**config.mk**
```make
export PLATFORM = sky130hd
export DESIGN_NAME = isochronous_handshake_array
export DESIGN_NICKNAME = d
export VERILOG_FILES = /design/src/rtl/isochronous_handshake_array.sv
export SDC_FILE = /design/constraint.sdc
export NUM_CORES = 1
export LEC_CHECK = 0
export BUFFER_PORTS_ARGS = -buffer_cell sky130_fd_sc_hd__buf_2
export CAP_MARGIN = 5
export CORE_MARGIN = 2
export CORE_UTILIZATION = 54
export CTS_BUF_LIST = sky130_fd_sc_hd__clkbuf_4
export CTS_CLUSTER_SIZE = 30
export DETAILED_ROUTE_END_ITERATION = 10
export PLACE_DENSITY_LB_ADDON = 0.1
export SLEW_MARGIN = 20
export SYNTH_ARGS = -nofsm -noshare
export SYNTH_HDL_FRONTEND = slang
export SYNTH_SLANG_ARGS = --single-unit
```
**constraint.sdc**
```tcl
create_clock -name clk_i -period 7.5 [get_ports clk_i]
set_input_delay 1.125 -clock clk_i [delete_from_list [all_inputs] [get_ports clk_i]]
set_output_delay 1.125 -clock clk_i [all_outputs]
set_load 0.01 [all_outputs]
```
**src/rtl/isochronous_handshake_array.sv**
```systemverilog
// isochronous_handshake_array
//
// Purpose:
//   Multi-channel buffered ready/valid crossing between two rate domains that
//   share one physical clock and differ only by clock-enable strobes. Each
//   channel owns a small circular buffer. The write pointer lives in the source
//   domain and the read pointer lives in the destination domain. Each side sees
//   the other's pointer only through a copy that is refreshed on its own tick.
//
// Ports:
//   clk_i        shared clock, rising edge
//   rst_ni       synchronous active-low reset
//   src_en_i     source-domain tick; pushes happen only when high
//   dst_en_i     destination-domain tick; pops happen only when high
//   src_valid_i  per-channel push request
//   src_ready_o  per-channel "buffer not full" as seen by the source
//   src_data_i   per-channel payload, channel c at [c*DataWidth +: DataWidth]
//   dst_valid_o  per-channel "data available" as seen by the destination
//   dst_ready_i  per-channel pop request
//   dst_data_o   per-channel head entry (zero when PassData is 0)

module isochronous_handshake_array #(
    parameter int unsigned NumChannels = 4,
    parameter int unsigned DataWidth   = 32,
    parameter int unsigned Depth       = 2,
    parameter bit          PassData    = 1'b1
) (
    input  logic                             clk_i,
    input  logic                             rst_ni,
    input  logic                             src_en_i,
    input  logic                             dst_en_i,
    input  logic [NumChannels-1:0]           src_valid_i,
    output logic [NumChannels-1:0]           src_ready_o,
    input  logic [NumChannels*DataWidth-1:0] src_data_i,
    output logic [NumChannels-1:0]           dst_valid_o,
    input  logic [NumChannels-1:0]           dst_ready_i,
    output logic [NumChannels*DataWidth-1:0] dst_data_o
);

    // One extra pointer bit separates "full" from "empty".
    localparam int unsigned     PtrW   = $clog2(Depth) + 1;
    localparam logic [PtrW-1:0] DepthP = PtrW'(Depth);

    if (!(Depth == 1 || Depth == 2 || Depth == 4 || Depth == 8 || Depth == 16)) begin : gBadDepth
        $error("isochronous_handshake_array: Depth must be a power of two in 1..16");
    end
    if (NumChannels < 1 || DataWidth < 1) begin : gBadShape
        $error("isochronous_handshake_array: NumChannels and DataWidth must be at least 1");
    end

    for (genvar c = 0; c < NumChannels; c++) begin : gChan
        logic [PtrW-1:0]      r_wrPtr;
        logic [PtrW-1:0]      r_rdPtr;
        logic [PtrW-1:0]      r_wrPtrDst;
        logic [PtrW-1:0]      r_rdPtrSrc;
        logic                 w_ready;
        logic                 w_valid;
        logic                 w_push;
        logic                 w_pop;
        logic [DataWidth-1:0] w_srcData;
        logic [DataWidth-1:0] w_headData;

        assign w_srcData = src_data_i[c*DataWidth +: DataWidth];

        // Each side judges occupancy against a possibly stale copy of the far
        // pointer. The stale copy is always conservative: the source never
        // overruns an unread entry, and the destination never reads an entry
        // before its data has landed.
        assign w_ready = (r_wrPtr - r_rdPtrSrc) != DepthP;
        assign w_valid = r_wrPtrDst != r_rdPtr;
        assign w_push  = src_en_i & src_valid_i[c] & w_ready;
        assign w_pop   = dst_en_i & w_valid & dst_ready_i[c];

        // Each pointer advances only on its own tick. The cross copies are
        // refreshed on the tick of the domain that consumes them.
        always_ff @(posedge clk_i) begin
            if (!rst_ni) begin
                r_wrPtr    <= '0;
                r_rdPtr    <= '0;
                r_wrPtrDst <= '0;
                r_rdPtrSrc <= '0;
            end else begin
                if (w_push) begin
                    r_wrPtr <= r_wrPtr + PtrW'(1);
                end
                if (w_pop) begin
                    r_rdPtr <= r_rdPtr + PtrW'(1);
                end
                if (dst_en_i) begin
                    r_wrPtrDst <= r_wrPtr;
                end
                if (src_en_i) begin
                    r_rdPtrSrc <= r_rdPtr;
                end
            end
        end

        if (PassData) begin : gData
            localparam int unsigned IdxW = (PtrW > 1) ? PtrW - 1 : 1;
            logic [DataWidth-1:0] r_mem [Depth];
            logic [IdxW-1:0]      w_wrIdx;
            logic [IdxW-1:0]      w_rdIdx;

            if (Depth > 1) begin : gIdx
                assign w_wrIdx = r_wrPtr[PtrW-2:0];
                assign w_rdIdx = r_rdPtr[PtrW-2:0];
            end else begin : gIdxSingle
                assign w_wrIdx = '0;
                assign w_rdIdx = '0;
            end

            // The entry is written on the same edge that bumps r_wrPtr. The
            // destination only sees the new pointer one copy stage later, so
            // the data is already settled when valid rises.
            always_ff @(posedge clk_i) begin
                if (!rst_ni) begin
                    for (int i = 0; i < Depth; i++) begin
                        r_mem[i] <= '0;
                    end
                end else if (w_push) begin
                    r_mem[w_wrIdx] <= w_srcData;
                end
            end

            assign w_headData = r_mem[w_rdIdx];
        end else begin : gNoData
            assign w_headData = '0;
        end

        assign src_ready_o[c]                         = w_ready;
        assign dst_valid_o[c]                         = w_valid;
        assign dst_data_o[c*DataWidth +: DataWidth]   = w_headData;

`ifndef SYNTHESIS
        logic                 r_srcArm;
        logic [DataWidth-1:0] r_srcHeld;
        logic                 r_dstArm;
        logic [DataWidth-1:0] r_dstHeld;

        // A request refused on one source tick must still be present, with
        // the same payload, on the next source tick.
        always_ff @(posedge clk_i) begin
            if (!rst_ni) begin
                r_srcArm  <= 1'b0;
                r_srcHeld <= '0;
            end else if (src_en_i) begin
                if (r_srcArm) begin
                    srcHoldA: assert (src_valid_i[c] && (w_srcData == r_srcHeld));
                end
                r_srcArm  <= src_valid_i[c] & ~w_ready;
                r_srcHeld <= w_srcData;
            end
        end

        // An unconsumed head entry must not move or vanish.
        always_ff @(posedge clk_i) begin
            if (!rst_ni) begin
                r_dstArm  <= 1'b0;
                r_dstHeld <= '0;
            end else begin
                if (r_dstArm) begin
                    dstHoldA: assert (w_valid && (w_headData == r_dstHeld));
                end
                r_dstArm  <= w_valid & ~w_pop;
                r_dstHeld <= w_headData;
            end
        end
`endif
    end

endmodule

```
# Word level (Yosys, flattened, before mapping)
# Memories as Yosys holds them, arrays and structs flattened. A register that Yosys moved wholly into a read port is not among the register bits.
# Index checks and enable logic that the tools add are counted.
totals:
  input_bits: 140
  n_memories: 4
  reg_bits: 32
  out_inout_bits: 136
  wordCells: 93
  ram_bits: 256
op_classes:
  addsub: 12
  n_eq_ne: 8
  reduce_logical: 4
  bitwise_logic: 16
  mux: 33
memory_table:
  columns: ["name", "depth", "word_bits", "rd", "rd_ports_with_merged_regs", "write_ports", "line_no", "source"]
  rows:
  - ["gChan[0].gData.r_mem", 2, 32, 1, 1, 2, "100", "logic [DataWidth-1:0] r_mem [Depth];"]
  - ["gChan[1].gData.r_mem", 2, 32, 1, 1, 2, "100", null]
  - ["gChan[2].gData.r_mem", 2, 32, 1, 1, 2, "100", null]
  - ["gChan[3].gData.r_mem", 2, 32, 1, 1, 2, "100", null]
ops:
  columns: ["op", "count"]
  rows:
  - ["2-to-1 mux 32 bit", 4]
  - ["OR reduction 32 bit", 4]
  - ["2-to-1 mux 1 bit", 29]
  - ["adder 2 x 1 -> 2 bit, second input constant", 8]
  - ["AND 1 bit", 16]
  - ["!= test 2 bit", 4]
  - ["!= test 2 bit, second input constant", 4]
  - ["subtractor 2 bit", 4]

# Logic depth before layout (Yosys ltp)
# Gate-level depths: netlist of run 1.
depth:
  ltp_word: 8
  depth_mapped: 5

# Worst setup path before layout of run 1
# OpenSTA, ideal clock, no wires.
synth_timing:
  path_kind: "input -> register"
  start: "input port src_en_i"
  end: "memory gChan[0].gData.r_mem[0][0], enable pin"
  required_ns: 7.030
  arrival_ns: 3.822
  path_stages: 3
  path_slack_ns: 3.209
  n_path_buf: 1
  setup_time_ns: 0.470
  path_cell_list: "buf_4 -> nand2_1 -> o31ai_1"
synth_lines:
  columns: ["element", "line_no", "source"]
  rows:
  - ["start, declared", "30", "input logic src_en_i,"]
  - ["end, declared", "100", null]

==> results.py, run 1 <==
metrics = {
    "synthesis": {
        "syn-num-nets": 1141,
        "synthCells": 1001,
        "ys_warn_count": 0,
        "synth_top_area_cell": "edfxtp_1",
        "ys_ff_latch": 292,
        "avgSynthCellArea_um2": 12.8,
        "syn_area_um2": 12800,
        "synth_area_leaders": "edfxtp_1 (60%), mux2_2 (10%), nor2_1 (5.7%)",
        "synth_top_area_share_pct": 60.2,
        "ys_types": 28,
        "yosysSeqAreaShare_pct": 65.9,
    },
    "timing": {
        "setup_ws_ns": 4.38,
        "skew_ns": 0.0274,
        "maxSlewViolCount": 0,
        "maxSlewHeadroom_pct": 44.7,
        "worst_pin_slew_ns": 0.830,
        "setup_tns_ns": 0,
        "rsz0062_at_grt": "false",
        "setup_viol": 0,
        "hold_violations": 0,
        "period_share_pct": 41.6,
        "clock.fmax_mhz": 320,
        "period_needed_ns": 3.12,
    },
    "drt": {
        "drtIter0Drc": 428,
        "drtAntennaViolNets": 0,
        "drtPass1Iterations": 4,
        "vias": 8465,
        "routed_wirelength_mm": 26.0,
        "drc": 0,
        "via_per_inst": 5.02,
        "wl_per_cell_um": 15.4,
    },
    "finish": {
        "area_delta_synth_final_pct": 20.3,
        "drive_gt1_share_pct": 42.6,
        "nNetsFinal": 1453,
        "fillCellCount": 1890,
        "final_cell_area_um2": 15400,
        "instances_no_fill": 1687,
        "seqCellArea_um2": 8410,
        "multiInputGateArea_um2": 4010,
    },
    "floorplanning": {
        "initial_utilization_pct": 54.7,
        "die-height_um": 158,
        "dieArea_um2": 24900,
        "coreArea_um2": 23300,
        "rows": 56,
        "ios": 276,
        "die_w_um": 158,
    },
    "placement": {
        "dp.cells": 1551,
        "place_ws_ns": 3.71,
        "place_congestion": 0.763,
        "post_dp_cell_area_um2": 14400,
        "dpl.hpwl_mm": 15.7,
        "port_buffers": 275,
    },
    "global_route": {
        "grt_pass1_wl_mm": 39.3,
        "met2_usage_pct": 35.8,
        "grtUsageMet1_pct": 22.9,
        "grt_pass1_vias": 8426,
        "grt.total_usage_pct": 20.3,
        "met3_usage_pct": 5.75,
        "antenna_found_initial": 2,
        "grt_max_degree": 82,
        "busiest_layer": "met2",
        "gr-total-overflow": 0,
    },
    "run": {
        "drv_cap": 0,
    },
    "clocking": {
        "clkTransAtPathRegs_ns": 0.06,
        "post_cts_buffers": 0,
        "cts_tree": "yes",
        "htreeDepth": 3,
        "clockRootBuffer": "clkbuf_4",
        "cts.sinks": 292,
        "holdBufCountCts": 0,
        "numCtsBuffers": 79,
        "post_cts_resized": 0,
        "clk_latency_ns": 0.67,
        "clk_path_buf_depth": 3,
    },
    "power_and_ir_drop": {
        "ir_worst_vdd_uv": 144,
        "power-per-cell-area_nw_per_um2": 235,
        "leakage_nw": 6.47,
        "totalPowerFinal_mw": 3.61,
    },
    "run_status": {
        "status": "completed",
    },
    "setup_path": {
        "path_max_fanout": 81,
        "worstPathArrival_ns": 3.50,
        "path_class": "in -> reg",
        "worstSetupStartpointType": "input pin",
        "critical_path_required_ns": 7.88,
        "end_kind": "flop",
    },
    "hold_path": {
        "hp-class": "reg -> reg",
    },
}
-- synth_stat cells, drive strengths merged --
cell / instances
o31ai: 2
mux2i: 20
xor2: 4
inv: 11
nand3: 6
nor2: 193
nor2b: 17
xnor2: 15
nand2b: 4
or2: 4
a211o: 1
edfxtp: 256
clkbuf: 24
and2: 71
nand2: 134
mux2: 128
a31oi: 11
dfxtp: 36
o21ai: 7
a211oi: 2
o211ai: 6
a21oi: 4
buf: 41
o221a: 4
-- final timing paths --
| check | slack, ns | to | cells after the start | start |
|---|---|---|---|---|
| setup reg to reg | 5.18 | gChan[1].gData.r_mem[0][16] | 5 | gChan[1].r_wrPtr[1] |
| hold reg to reg | 0.50 | gChan[0].r_wrPtr[1] | 2 | gChan[0].r_wrPtr[1] |
| hold / removal | 0.50 | gChan[0].r_wrPtr[1] | 2 | gChan[0].r_wrPtr[1] |
| setup / recovery | 4.38 | gChan[1].gData.r_mem[0][16] | 4 | rst_ni |
-- placed cells by master (no fill, tap or decap) --
cell type,count
o211ai_2,6
buf_2,274
mux2_1,13
clkinv_2,1
nor2b_1,17
clkbuf_4,121
edfxtp_1,256
clkinv_1,8
inv_1,11
and2_1,43
a31oi_1,11
and2_2,28
a21oi_1,4
o221a_2,4
dfxtp_1,36
mux2_2,115
nand3_1,6
inv_2,4
o31ai_4,1
or2_2,4
a211oi_2,2
a211o_1,1
xnor2_1,15
nor2_1,193
mux2i_1,20
nand2b_1,4
diode_2,2
xor2_1,4
o21ai_0,7
buf_4,22
nand2_1,134
o31ai_1,1
-- cells by family after synthesis --
| kind of cell | count (synthesis) | share of synthesized area (%) |
|---|---|---|
| AND/OR/NAND/NOR | 429 | 14.8 |
| flip-flops | 292 | 65.9 |
| multiplexers | 148 | 12.9 |
| buffers and inverters | 76 | 2.84 |
| AO/OA/AOI/OAI | 37 | 2.29 |
| XOR/XNOR | 19 | 1.30 |
-- where the power goes --
part	internal [mW]	total [mW]	switching (mW)
clock network	0.728	1.35	0.619
logic	0.163	0.379	0.216
registers	1.86	1.89	0.0266
-- flip-flops by register name, summed over array words and instances (netlist names), named ones only --
signal and count:
gChan.r_rdPtrSrc 8, gChan.r_wrPtrDst 8, gChan.gData.r_mem 256, gChan.r_rdPtr 8, gChan.r_wrPtr 8
-- final cells by class --
| type | count | area share (%) |
|---|---|---|
| Antenna cell | 2 | 0.0326 |
| Clock buffer | 121 | 5.92 |
| Clock inverter | 13 | 0.326 |
| Inverter | 11 | 0.269 |
| Multi-Input combinational cell | 633 | 26.1 |
| Sequential cell | 292 | 54.8 |
| Tap cell | 319 | 2.60 |
| Timing Repair Buffer | 296 | 10.0 |
-- routing by layer --
metal | vias to the layer above | share of wire [%]
li1 | 4120 | -
met1 | 4029 | 40
met2 | 274 | 51
met3 | 42 | 7.1
met4 | 0 | 2.2
met5 | - | 0
-- critical path, cell delays in order --
cell and delay [ns]:
buf_4 0.49, buf_4 0.77, nand2_1 0.62, buf_4 0.41
-- metrics by stage --
step | hold WS [ns] | utilization, %
final | 0.504 | 65.8
after global routing | 0.532 | 65.8
after CTS | 0.505 | 65.8
after detailed placement | 0.495 | 61.7
after global placement | 0.488 | 61.7
after floorplan | 0.470 | -
Power figures use the tool's default switching activity.
==> run 2: changes to the inputs <==
--- a/config.mk
+++ b/config.mk
@@ -8,7 +8,7 @@
 export BUFFER_PORTS_ARGS = -buffer_cell sky130_fd_sc_hd__buf_2
 export CAP_MARGIN = 5
 export CORE_MARGIN = 2
-export CORE_UTILIZATION = 54
+export CORE_UTILIZATION = 51
 export CTS_BUF_LIST = sky130_fd_sc_hd__clkbuf_4
 export CTS_CLUSTER_SIZE = 30
 export DETAILED_ROUTE_END_ITERATION = 10
==> constraint.sdc (replaced) <==
create_clock -name clk_i -period 2.6 [get_ports clk_i]
set_input_delay 0.39 -clock clk_i [delete_from_list [all_inputs] [get_ports clk_i]]
set_output_delay 0.39 -clock clk_i [all_outputs]
set_load 0.01 [all_outputs]
==> results.py, run 2 (synthesized netlist as in run 1, its figures left out) <==
metrics = {
    "clocking": {
        "numCtsBuffers": 75,
        "htreeDepth": 3,
        "clockRootBuffer": "clkbuf_4",
        "cts.sinks": 292,
        "cts_tree": "yes",
        "clk_path_buf_depth": 3,
        "clk_latency_ns": 0.65,
        "clkTransAtPathRegs_ns": 0.06,
        "post_cts_buffers": 0,
    },
    "floorplanning": {
        "ios": 276,
        "dieArea_um2": 26300,
        "die-height_um": 162,
        "coreArea_um2": 24500,
        "rows": 57,
        "initial_utilization_pct": 52.2,
        "die_w_um": 162,
    },
    "global_route": {
        "antenna_found_initial": 1,
        "grt.total_usage_pct": 19.9,
        "grt_pass1_wl_mm": 41.4,
        "gr-total-overflow": 0,
        "busiest_layer": "met2",
        "grt_max_degree": 41,
        "met3_usage_pct": 6.89,
        "grtUsageMet1_pct": 23.7,
        "grt_pass1_vias": 8677,
        "met2_usage_pct": 33.4,
    },
    "timing": {
        "setup_tns_ns": 0,
        "setup_viol": 0,
        "period_needed_ns": 2.29,
        "rsz0062_at_grt": "false",
        "worst_pin_slew_ns": 0.466,
        "clock.fmax_mhz": 436,
        "maxSlewHeadroom_pct": 68.8,
        "hold_ws_ns": 0.0574,
        "skew_ns": 0.0200,
        "maxSlewViolCount": 0,
        "period_share_pct": 88.3,
        "hold_violations": 0,
    },
    "setup_path": {
        "end_kind": "output port",
        "critical_path_required_ns": 2.21,
        "crit_chain": "buf_4, mux2_2, buf_2",
        "slowest_stage": "mux2_2",
        "critPathBufInv": 2,
        "crit_family": "buffers and inverters",
        "path_class": "reg -> out",
        "path_max_fanout": 32,
        "ff2ff_path_depth": 4,
        "worstSetupStartpointType": "flop",
        "worstPathArrival_ns": 1.90,
        "crit_cells": 3,
        "max_stage_delay_ns": 0.40,
    },
    "drt": {
        "drtIter0Drc": 602,
        "via_per_inst": 5.00,
        "wl_per_cell_um": 15.2,
        "routed_wirelength_mm": 26.5,
        "drc": 0,
        "drtAntennaViolNets": 0,
        "vias": 8671,
        "drtPass1Iterations": 5,
    },
    "hold_path": {
        "hold-path-cell-count": 3,
        "hp-class": "in -> reg",
    },
    "finish": {
        "top_register": "gChan.gData.r_mem",
        "mostFrequentLayoutCells": "buf_2 (274), edfxtp_1 (256), nor2_1 (193), nand2_1 (134), clkbuf_4 (117)",
        "drive_gt1_share_pct": 41.3,
        "largest_reg_flops": 256,
        "area_delta_synth_final_pct": 24.6,
        "layout_commonest_cell": "buf_2",
        "nNetsFinal": 1498,
    },
    "placement": {
        "dpl.hpwl_mm": 15.9,
        "port_buffers": 275,
        "place_congestion": 0.749,
    },
    "power_and_ir_drop": {
        "leakage_nw": 6.69,
        "totalPowerFinal_mw": 10.7,
        "ir_worst_vdd_uv": 387,
        "power-per-cell-area_nw_per_um2": 672,
    },
    "run": {
        "drv_cap": 0,
    },
    "run_status": {
        "status": "completed",
    },
}
## run 2: cell count changes in the layout (fill, tap and decap cells not counted)
cell	previous run	this run
dlygate4sd3_1	0	43
buf_12	0	2
diode_2	2	1
bufinv_16	0	3
buf_4	22	26
inv_2	4	1
clkbuf_4	121	117
clkinv_2	1	0
## run 2: metal layers
metal	vias to the layer above	part of all wire [%]
li1	4217	-
met3	48	8.7
met2	315	49
met5	-	0
met4	0	1.9
met1	4091	40
## run 2: worst reg2reg max path: stages (launching register included)
cell and delay [ns]:
dfxtp_1 0.39, xor2_1 0.42, nor2b_1 0.31, o31ai_4 0.11
buf_12 0.21
## run 2: power by group
part	leakage [nW]	internal, mW	switching (mW)
combinational	3.12	0.524	0.634
sequential	2.98	5.36	0.0763
clock	0.597	2.32	1.77
## run 2: final timing paths
path                          startpoint                     endpoint  slack, ns
setup reg to reg     gChan[0].r_wrPtr[1]  gChan[0].gData.r_mem[0][22]       0.89
hold / removal            src_data_i[46]  gChan[1].gData.r_mem[0][14]       0.06
setup / recovery                    flop               dst_data_o[74]       0.31
hold reg to reg   gChan[2].r_rdPtrSrc[0]          gChan[2].r_wrPtr[0]       0.53
## run 2: cell type report
type                    count  area (um2)
fillers                  1907        8560
clock buffers             117         878
clock inverters            12         124
well taps                 324         405
flip-flops and latches    292        8410
repair buffers            345        2040
inverters                  11        41.3
multi-input cells         633        4010
diodes                      1        2.50
## run 2: stage by stage
| stage | cell area [um2] | setup WS (ns) | util [%] | std cells |
|---|---|---|---|---|
| 2_1_floorplan | 12800 | 0.376 | - | 1001 |
| 3_3_place_gp | 14500 | 0.608 | 59.1 | 1562 |
| 3_5_place_dp | 14500 | 0.587 | 59.1 | 1562 |
| 4_1_cts | 15900 | 0.223 | 65.0 | 1733 |
| 5_1_grt | 15900 | 0.157 | 65.0 | 1735 |
| 6_report | 15900 | 0.305 | 65.0 | 1735 |
## run 2: repair_timing
item / 4_1_cts / 5_1_grt
setup endpoints to repair: 0 / 0
hold endpoints to repair: 73 / 1
hold buffers: 42 / 1
gates resized for setup: 0 / 0
==> run 3: changes to the inputs <==
--- a/config.mk
+++ b/config.mk
@@ -5,6 +5,7 @@
 export SDC_FILE = /design/constraint.sdc
 export NUM_CORES = 1
 export LEC_CHECK = 0
+export ABC_AREA = 1
 export BUFFER_PORTS_ARGS = -buffer_cell sky130_fd_sc_hd__buf_2
 export CAP_MARGIN = 5
 export CORE_MARGIN = 2
==> results.py, run 3 <==
metrics = {
    "finish": {
        "nNetsFinal": 1650,
        "mostFrequentLayoutCells": "buf_2 (275), edfxtp_1 (256), nor2_1 (244), inv_1 (171), mux2_2 (128)",
        "top_register": "gChan.gData.r_mem",
        "largest_reg_flops": 256,
        "layout_commonest_cell": "buf_2",
        "drive_gt1_share_pct": 37.4,
        "fillCellCount": 1931,
        "area_delta_synth_final_pct": 28.5,
    },
    "placement": {
        "port_buffers": 275,
        "place_congestion": 0.740,
        "dpl.hpwl_mm": 15.8,
    },
    "run_status": {
        "status": "completed",
    },
    "timing": {
        "rsz0062_at_grt": "false",
        "maxSlewHeadroom_pct": 51.6,
        "hold_ws_ns": 0.0586,
        "hold_violations": 0,
        "worst_pin_slew_ns": 0.724,
        "maxSlewViolCount": 0,
        "period_share_pct": 91.4,
        "setup_tns_ns": 0,
        "setup_viol": 0,
        "period_needed_ns": 2.38,
        "skew_ns": 0.0255,
        "clock.fmax_mhz": 421,
    },
    "setup_path": {
        "rrSetupSlack_ns": 0.70,
        "worstSetupStartpointType": "flop",
        "rr_endpoint": "gChan[0].gData.r_mem[0][31]",
        "worstPathArrival_ns": 1.99,
        "end_kind": "output port",
        "crit_cells": 3,
        "endpoint": "dst_data_o[19]",
        "critical_path_required_ns": 2.21,
        "critPathBufInv": 2,
        "slowest_stage": "dfxtp_1",
        "ff2ff_path_depth": 9,
        "crit_chain": "buf_12, mux2_2, buf_2",
        "reg2reg_from": "gChan[0].r_wrPtr[0]",
        "path_max_fanout": 25,
        "max_stage_delay_ns": 0.56,
        "path_class": "reg -> out",
        "crit_family": "flip-flops",
    },
    "synthesis": {
        "avgSynthCellArea_um2": 11.8,
        "syn-num-nets": 1225,
        "synthCells": 1085,
        "synth_most_common_cell": "edfxtp_1",
        "synth_area_leaders": "edfxtp_1 (60%), mux2_2 (11%), nor2_1 (7.2%)",
        "postSynth.asyncResetShare_pct": 0,
        "synth_top_area_share_pct": 60.1,
        "ys_warn_count": 0,
        "ys_types": 18,
        "ys_ff_latch": 292,
        "synth_edf_count": 256,
        "synth_top_area_cell": "edfxtp_1",
        "syn_area_um2": 12800,
        "synthFlopType": "edfxtp_1",
        "synthTopCellsByCount": "edfxtp_1 (256), nor2_1 (244), inv_1 (171)",
        "yosysSeqAreaShare_pct": 65.8,
    },
    "clocking": {
        "clkTransAtPathRegs_ns": 0.06,
        "clk_path_buf_depth": 3,
        "htreeDepth": 3,
        "post_cts_resized": 0,
        "post_cts_buffers": 0,
        "holdBufCountCts": 110,
        "cts_tree": "yes",
        "clockRootBuffer": "clkbuf_4",
        "cts.sinks": 292,
        "clk_latency_ns": 0.68,
        "numCtsBuffers": 75,
    },
    "drt": {
        "wl_per_cell_um": 14.1,
        "drtAntennaViolNets": 0,
        "vias": 8846,
        "via_per_inst": 4.68,
        "drtPass1Iterations": 5,
        "drtIter0Drc": 516,
        "routed_wirelength_mm": 26.7,
        "drc": 0,
    },
    "global_route": {
        "grt_pass1_vias": 8959,
        "grt_max_degree": 34,
        "gr-total-overflow": 0,
        "grt_pass1_wl_mm": 42.1,
        "grt.total_usage_pct": 20.3,
        "antenna_found_initial": 4,
    },
    "floorplanning": {
        "die-height_um": 162,
        "ios": 276,
        "initial_utilization_pct": 52.3,
        "dieArea_um2": 26300,
        "rows": 57,
        "die_w_um": 162,
        "coreArea_um2": 24500,
    },
    "power_and_ir_drop": {
        "leakage_nw": 7.57,
        "totalPowerFinal_mw": 10.7,
        "power-per-cell-area_nw_per_um2": 651,
        "ir_worst_vdd_uv": 409,
    },
    "run": {
        "drv_cap": 0,
    },
    "hold_path": {
        "hp-class": "in -> reg",
    },
}
[run 3: stage by stage]
stage	setup slack, ns	util, %	instances	cell area [um2]
floorplan	0.352	-	1085	12800
global placement	0.669	58.6	1647	14300
detailed placement	0.617	58.6	1647	14300
CTS	0.133	67.1	1889	16400
global route	0.0338	67.1	1891	16400
finish	0.223	67.1	1891	16400
[run 3: area by class of cell]
type                    count  area, um2  share of cell area (%)
clock inverters            22        164                   0.998
diodes                      2       5.00                  0.0305
flip-flops and latches    292       8410                    51.2
repair buffers            404       2630                    16.0
well taps                 324        405                    2.47
clock buffers             110        826                    5.03
inverters                 173        649                    3.95
multi-input cells         564       3330                    20.3
[run 3: how the worst min path moves through the flow]
stage / from / endpoint / slack (ns) / cells after the start
final: src_data_i[100] / gChan[3].gData.r_mem[0][4] / 0.06 / 3
after global routing: src_data_i[107] / gChan[3].gData.r_mem[0][11] / 0.002 / 3
after CTS: src_data_i[36] / gChan[1].gData.r_mem[1][4] / 0.002 / 3
after detailed placement: gChan[1].r_wrPtr[1] / gChan[1].r_wrPtr[1] / 0.50 / 2
after global placement: gChan[1].r_wrPtr[1] / gChan[1].r_wrPtr[1] / 0.50 / 2
after floorplan: gChan[0].r_wrPtr[1] / gChan[0].r_wrPtr[1] / 0.48 / 2
[run 3: worst min-delay path, stage by stage]
cell and delay [ns]:
buf_2 0.08, inv_1 0.05, nor2_2 0.08
[run 3: power breakdown]
group	internal [mW]	total (mW)	switching [mW]	leakage [nW]
combinational	0.569	1.23	0.664	4.02
sequential	5.36	5.43	0.0743	2.95
clock	2.24	4.03	1.79	0.588
[run 3: layer usage]
| layer | GRT usage, % | wire length, um | up-vias |
|---|---|---|---|
| met2 | 35.6 | 13700 | 258 |
| met1 | 23.7 | 10700 | 4106 |
| li1 | - | - | 4441 |
| met3 | 5.95 | 1880 | 39 |
| met5 | 0 | 11 | - |
| met4 | 7.56 | 459 | 2 |
[run 3: kinds of logic (layout without fill, tap and decap cells)]
group	after synthesis	after routing	synth area share, %
and+or+nand+nor	380	380	12.1
DFF	292	292	65.8
buffers and inverters	229	709	8.50
muxes	128	128	11.3
AOI/OAI and AO/OA	52	52	2.04
xor gates and xnor gates	4	4	0.274
other	0	2	0
